$ cat config.mk
export PLATFORM = sky130hd
export DESIGN_NAME = iot_event_tx
export DESIGN_NICKNAME = d
export VERILOG_FILES = /design/src/rtl/iot_event_tx.sv
export SDC_FILE = /design/constraint.sdc
export NUM_CORES = 1
export LEC_CHECK = 0
export CORE_UTILIZATION = 34
export DETAILED_ROUTE_END_ITERATION = 6
export SYNTH_ARGS = -nofsm -noshare
export SYNTH_HDL_FRONTEND = slang
export SYNTH_SLANG_ARGS = --single-unit
$ cat constraint.sdc
create_clock -name clk -period 7 [get_ports clk]
set_input_delay 1.4 -clock clk [delete_from_list [all_inputs] [get_ports clk]]
set_output_delay 1.4 -clock clk [all_outputs]
set_load 0.03 [all_outputs]
$ cat src/rtl/iot_event_tx.sv
// Event source for the active-device monitor: compares sampled per-device status with
// the last reported state and serialises differences as round-robin change/on_off events.
module iot_event_tx #(
    parameter int N_DEV = 8,
    parameter int ID_W  = $clog2(N_DEV),
    parameter int CNT_W = 8
) (
    input  logic             clk,
    input  logic             rst,
    input  logic [N_DEV-1:0] dev_status,
    input  logic             enable,
    output logic             change,
    output logic             on_off,
    output logic [ID_W-1:0]  dev_id,
    output logic [CNT_W-1:0] active_count,
    output logic             busy
);

    logic [N_DEV-1:0] status_q;
    logic [N_DEV-1:0] reported;
    logic [N_DEV-1:0] pending;
    logic [ID_W-1:0]  rr_ptr;
    logic             grant_vld;
    logic [ID_W-1:0]  grant_idx;
    logic [ID_W-1:0]  next_ptr;

    // A device whose sampled state matches what was last reported needs no event,
    // which is also how an even number of toggles cancels itself.
    assign pending = status_q ^ reported;
    assign busy    = |pending;

    // Round-robin search: first pending device at or above rr_ptr, wrapping at N_DEV.
    always_comb begin
        int idx;
        // NOTE: every output of a combinational block gets a default first so no latch is inferred.
        grant_vld = 1'b0;
        grant_idx = '0;
        idx       = 0;
        for (int i = 0; i < N_DEV; i++) begin
            idx = int'(rr_ptr) + i;
            if (idx >= N_DEV) begin
                idx = idx - N_DEV;
            end
            if (!grant_vld && pending[idx]) begin
                grant_vld = 1'b1;
                grant_idx = ID_W'(idx);
            end
        end
    end

    assign next_ptr = (grant_idx == ID_W'(N_DEV - 1)) ? '0 : grant_idx + ID_W'(1);

    // NOTE: registered state uses non-blocking assignments so every reader sees pre-edge values.
    always_ff @(posedge clk) begin
        if (rst) begin
            status_q     <= '0;
            reported     <= '0;
            rr_ptr       <= '0;
            change       <= 1'b0;
            on_off       <= 1'b0;
            dev_id       <= '0;
            active_count <= '0;
        end else begin
            status_q <= dev_status;
            change   <= 1'b0;
            on_off   <= 1'b0;
            dev_id   <= '0;
            if (enable && grant_vld) begin
                change              <= 1'b1;
                on_off              <= status_q[grant_idx];
                dev_id              <= grant_idx;
                reported[grant_idx] <= status_q[grant_idx];
                rr_ptr              <= next_ptr;
                // Mirror tracks popcount(reported) by stepping once per reported transition.
                active_count        <= status_q[grant_idx] ? active_count + CNT_W'(1)
                                                           : active_count - CNT_W'(1);
            end
        end
    end

endmodule

### Word level (Yosys, flattened, before mapping)

Index checks and enable logic that the tools add are counted.

* bits of input ports: 11
* bits in registers: 32
* output and inout bits: 14

* equal/unequal tests: 1
* bitwise logic cells: 2
* $lt $le $gt $ge: 18
* reduce and logical (&&, ||, !) cells: 18
* muxes and demuxes: 56
* $add $sub $neg: 18

Operator list (number)
* 32-bit by 5-bit < comparator with 1-bit output, second input constant: 8
* 32-bit two-way mux: 8
* 4-bit by 4-bit subtractor with 5-bit output, second input constant: 7
* 4-bit >= comparator, second input constant: 7
* 1-bit binary-select mux with 3-bit select: 9
* 1-bit two-way mux: 27
* 3-bit two-way mux: 9
* 3-bit by 3-bit adder with 4-bit output, second input constant: 4
* 1-bit logical AND: 9
* 3-bit by 2-bit adder with 4-bit output, second input constant: 2
* 8-bit by 1-bit adder with 8-bit output, second input constant: 1
* 8-bit bitwise mux: 1
* 8-bit two-way mux: 1
* 8-bit OR reduction: 1
* 8-bit by 1-bit subtractor with 8-bit output, second input constant: 1
* 8-bit bitwise XOR: 1
* 1-bit zero test: 7
* 3-bit by 4-bit subtractor with 5-bit output, second input constant: 1
* 3-bit by 1-bit adder with 4-bit output, second input constant: 1
* 3-bit by 4-bit >= comparator with 1-bit output, second input constant: 1
* 3-bit by 4-bit < comparator with 1-bit output, second input constant: 1
* 3-bit by 1-bit adder with 3-bit output, second input constant: 1
* 1-bit demux with 3-bit select: 1
* 3-bit equality test, second input constant: 1
* other kinds (3): 3

### Longest topological paths before layout

* depth in word-level cells: 32
* gate-level depth with buffers: 22
* gate-level depth less buffers: 18

### Least setup slack after synthesis

No wires, ideal clock.

* path type: register -> register
* start: register rr_ptr[1]
* end: register active_count[4]
* data required time: 6877 ps
* clock period less this slack: 4554 ps
* path buffers: 3
* library setup time: 123 ps
* cell stages (with the launch flop): 20
* path slack: 2446 ps
* arrival: 4431 ps
* cell sequence: dfxtp_1 -> clkinv_1 -> ha_1 -> clkinv_1 -> mux4_2 -> o32ai_1 -> a32oi_1 -> o21ai_2 -> buf_6 -> mux2i_1 -> mux2i_1 -> mux2_2 -> buf_6 -> buf_2 -> xnor2_1 -> ha_1 -> or4_1 -> nor2_1 -> mux2i_1 -> mux2_1

* word-level cells in the longest chain between the ends: 30
* elaborated cells between the ends (all ways): 89

Ends and longest elaborated chain
* start, declared: RTL line 22 `logic [ID_W-1:0] rr_ptr;`
* start signal, assigned: RTL line 73 `rr_ptr <= next_ptr;`
* parallel branches: the longest is 26 deep, another holds 4-bit by 4-bit subtractor with 5-bit output
* 3-bit two-way mux (*): RTL line 44 `if (!grant_vld && pending[idx]) begin`
* named net grant_idx[1]: RTL line 24 `logic [ID_W-1:0] grant_idx;`
* 1-bit binary-select mux with 3-bit select (*): RTL line 75 `active_count <= status_q[grant_idx] ? active_count + CNT_W'(1)`
* 1-bit two-way mux (implied by the code) (*): RTL line 75
* 8-bit two-way mux (*): RTL line 75
* end signal, assigned: RTL line 75
* end, declared: RTL line 15 `output logic [CNT_W-1:0] active_count,`

Mark *: on every way through the listed nets, which the timed path passes. The select of a mux whose other input is x is not followed.
A chain may end at the register's enable or synchronous reset.

### Worst setup path in the final report

* start: register rr_ptr[0]
* end: register active_count[6]

* word-level cells in the longest chain between the ends: 30
* elaborated cells between the ends (all ways): 89

Ends and longest elaborated chain
* parallel branches: the longest is 30 deep, another holds 4-bit by 4-bit subtractor with 5-bit output

Parallel ways; which one is timed is not known. The select of a mux whose other input is x is not followed.

==> metrics <==
switching share of total power 0.479; reg2reg setup slack 1.44 ns; final-layout setup total negative slack 0 ns; cell with the largest stage delay on the worst path sky130_fd_sc_hd__dfxtp_1; most frequent cells in the layout sky130_fd_sc_hd__dfxtp_1 (32), sky130_fd_sc_hd__nor2_1 (30), sky130_fd_sc_hd__nand2_1 (27); final routed DRC violation total 0; vias in the first global route 1885; clock sink count 32; Mapped Avg Cell Area 9.20 um^2; cell-internal power 0.797 mW; worst-case clock skew 0.00554 ns; largest net degree at the start of global routing 37; maximum single-stage delay on the critical path 0.90 ns; buffer depth of the longest clock path 2; insertion delay of the later-clocked pin in the worst-skew pair 0.28 ns; antenna violations before repair 0; Cells after Synth 269; type of the worst setup path reg2reg; final design instance area without fill 0.00284 mm^2; share of power burned in registers 0.192; Critical Path Start Type register; fraction of layout instances using a drive strength above 1 0.0941; leakage power 1.13 nW; routed via count divided by cell count 5.36; ordered list of cells on the worst path ha_1, xnor2_2, mux4_2, mux2i_4, and2_4, nand4b_4, o21ai_2, mux2i_1, mux2i_1, mux2_2, xnor2_1, ha_1, or4_1, nor2_1, mux2i_1, mux2_1; Post-CTS Setup Bufs 0; vertical die dimension 87.3 um; hold buffers post-CTS 0; Slew Limit Headroom 0.410; most frequent standard cell in the layout excluding fill and tap cells sky130_fd_sc_hd__dfxtp_1; count of standard-cell rows 30; library cells used by synthesis 53; # setup viols final 0; outcome complete, no violations; Min Clock Period, post-route 5.56 ns; Worst Path Required 7.16 ns; root buffer cell sky130_fd_sc_hd__clkbuf_8; endpoint arrival time on the critical path 5.72 ns; upper clock frequency limit 180 MHz; HPWL after DPL 4.22 mm; area of the core 0.00691 mm^2; unrepaired setup endpoints after global routing false; top-area cell type share of the netlist area 0.259; Buffers on Ports 24; number of hold-slack violations in the final timing report 0; relative area change from synthesis to final layout 14.8%; CTS tree built; post-synthesis cell type with the largest combined area sky130_fd_sc_hd__dfxtp_1; cell area after synthesis 0.00247 mm^2; Inserted Clock Buffers 5; vias post-DR 2051; number of enable-type register cells in the synthesized netlist 0; I/O pin total 25; number of violations of the max-capacitance limit 0; Critical Path Fanout Max 18; Synth Warn # 0; sequential-to-total area share from yosys stat 0.259; Routed Antenna Nets 0; CTS resizes 0; combined global-route utilization of all metal layers 0.154; power density over the cells 539 mW/mm^2; Congestion Overflow GR 0; clock network fraction of total power 0.094; starting utilization of the core area 0.358; non-filler instance count after layout 383; Final Max Tran Viols 0; first-pass GRT wire length 9.16 mm; H-tree level count 2; commonest register cell after synthesis sky130_fd_sc_hd__dfxtp_1; width of the die 87.3 um; most used cell, CP sky130_fd_sc_hd__mux2i_1; number of synthesized register bits 32; Switch Pwr 0.732 mW; Tightest Pin Transition 0.883 ns; Detailed Route Iter0 Violations 105; most area-consuming cells after synthesis sky130_fd_sc_hd__dfxtp_1 (26%), sky130_fd_sc_hd__mux2i_1 (10%), sky130_fd_sc_hd__mux4_2 (6.4%), sky130_fd_sc_hd__nor2_1 (4.6%), sky130_fd_sc_hd__mux4_1 (4.2%); async set-or-reset flop fraction in the synthesized netlist 0; die area 0.00762 mm^2; area post-placement 0.00275 mm^2; Final Routed Wirelength 5.64 mm; global placement routability congestion 0.915; Routed wire per std cell 14.7 um; ANT cells 0; kind of capture point of the worst setup path register; Period Utilization, post-route 0.794; Pre-Repair DR Iteration Count 4; Comb pwr share 0.714; peak supply drop 253 uV; Post-layout nets 302; class of the tightest hold or removal check reg2reg; placed cell count 375; clock transition at the register clock pins on the worst setup and hold paths after CTS 0.06 ns; number of nets produced by synthesis 285
[stage by stage]
| step | worst slack, ns | util | power [mW] | hold slack [ns] |
|---|---|---|---|---|
| after floorplan | 2.45 | - | 1.22 | 0.523 |
| after global placement | 1.58 | 0.398 | 1.38 | 0.529 |
| after detailed placement | 1.48 | 0.398 | 1.39 | 0.542 |
| after CTS | 1.44 | 0.411 | 1.53 | 0.555 |
| after global routing | 1.07 | 0.411 | 1.64 | 0.583 |
| final | 1.44 | 0.411 | 1.53 | 0.552 |
[power groups by stage]
stage	registers (mW)	logic, mW	clock network [mW]
floorplan	0.305	0.919	0
global placement	0.297	1.09	0
detailed placement	0.298	1.09	0
CTS	0.294	1.09	0.148
global route	0.302	1.19	0.156
finish	0.294	1.09	0.144
[worst max-delay path: cells and delay by family, from the launching register on]
| family | cells | cell delay, ns |
|---|---|---|
| DFF | 1 | 0.90 |
| AOI/OAI and AO/OA | 1 | 0.54 |
| adders and majority gates | 2 | 0.63 |
| and+or+nand+nor | 4 | 0.93 |
| xor gates and xnor gates | 2 | 0.41 |
| muxes | 7 | 2.01 |
[kinds of logic (layout without fill, tap and decap cells)]
family	Yosys count	in the layout	share of synthesized area
AO/OA/AOI/OAI	35	35	0.0961
buffers and inverters	19	37	0.0445
XOR/XNOR	23	23	0.0845
AND/OR/NAND/NOR	106	106	0.220
flip-flops	32	32	0.259
multiplexers	49	49	0.271
adder cells (fa/ha/maj)	5	5	0.0253
[area by class of cell]
class | count | area (um^2)
Inverter | 4 | 17.5
Multi-Input combinational cell | 218 | 1720
Fill cell | 730 | 4070
Timing Repair Buffer | 25 | 248
Clock buffer | 8 | 90.1
Tap cell | 96 | 120
Sequential cell | 32 | 641
[routing by layer]
metal	share of wire	GRT usage
met1	0.45	0.209
met2	0.46	0.234
met3	0.054	0.0237
met4	0.034	0.0805
met5	0	0
[cell usage after synthesis, types with 2 or more instances]
| library cell | n |
|---|---|
| sky130_fd_sc_hd__xnor2_1 | 11 |
| sky130_fd_sc_hd__mux4_1 | 4 |
| sky130_fd_sc_hd__nor2_1 | 30 |
| sky130_fd_sc_hd__mux2i_1 | 25 |
| sky130_fd_sc_hd__mux4_2 | 7 |
| sky130_fd_sc_hd__a31oi_1 | 2 |
| sky130_fd_sc_hd__a2bb2oi_1 | 2 |
| sky130_fd_sc_hd__nand3b_1 | 2 |
| sky130_fd_sc_hd__mux2_2 | 6 |
| sky130_fd_sc_hd__and2_1 | 4 |
| sky130_fd_sc_hd__or3_1 | 3 |
| sky130_fd_sc_hd__clkinv_1 | 2 |
| sky130_fd_sc_hd__buf_6 | 4 |
| sky130_fd_sc_hd__nand2_1 | 27 |
| sky130_fd_sc_hd__dfxtp_1 | 32 |
| sky130_fd_sc_hd__nand3_1 | 2 |
| sky130_fd_sc_hd__nor3_1 | 6 |
| sky130_fd_sc_hd__and2b_1 | 2 |
| sky130_fd_sc_hd__a21o_1 | 2 |
| sky130_fd_sc_hd__nor2b_1 | 15 |
| sky130_fd_sc_hd__xor2_1 | 11 |
| sky130_fd_sc_hd__nor4_1 | 4 |
| sky130_fd_sc_hd__o21ai_0 | 4 |
| sky130_fd_sc_hd__a32oi_1 | 2 |
| sky130_fd_sc_hd__or4_1 | 2 |
| sky130_fd_sc_hd__mux2_1 | 6 |
| sky130_fd_sc_hd__and3_1 | 4 |
| sky130_fd_sc_hd__ha_1 | 5 |
| sky130_fd_sc_hd__a21oi_1 | 11 |
| sky130_fd_sc_hd__buf_2 | 2 |
| sky130_fd_sc_hd__clkbuf_1 | 8 |
[flip-flops by register name, indices dropped and copies added (netlist names)]
name	cells
on_off	1
change	1
rr_ptr	3
reported	8
status_q	8
dev_id	3
active_count	8
[worst paths after layout]
kind	start	to	cells after the start
hold reg to reg	active_count[7]	active_count[7]	2
setup / recovery	rr_ptr[0]	active_count[6]	16
hold / removal	active_count[7]	active_count[7]	2
setup reg to reg	rr_ptr[0]	active_count[6]	16
No activity file was read; power rests on OpenSTA's default activity.
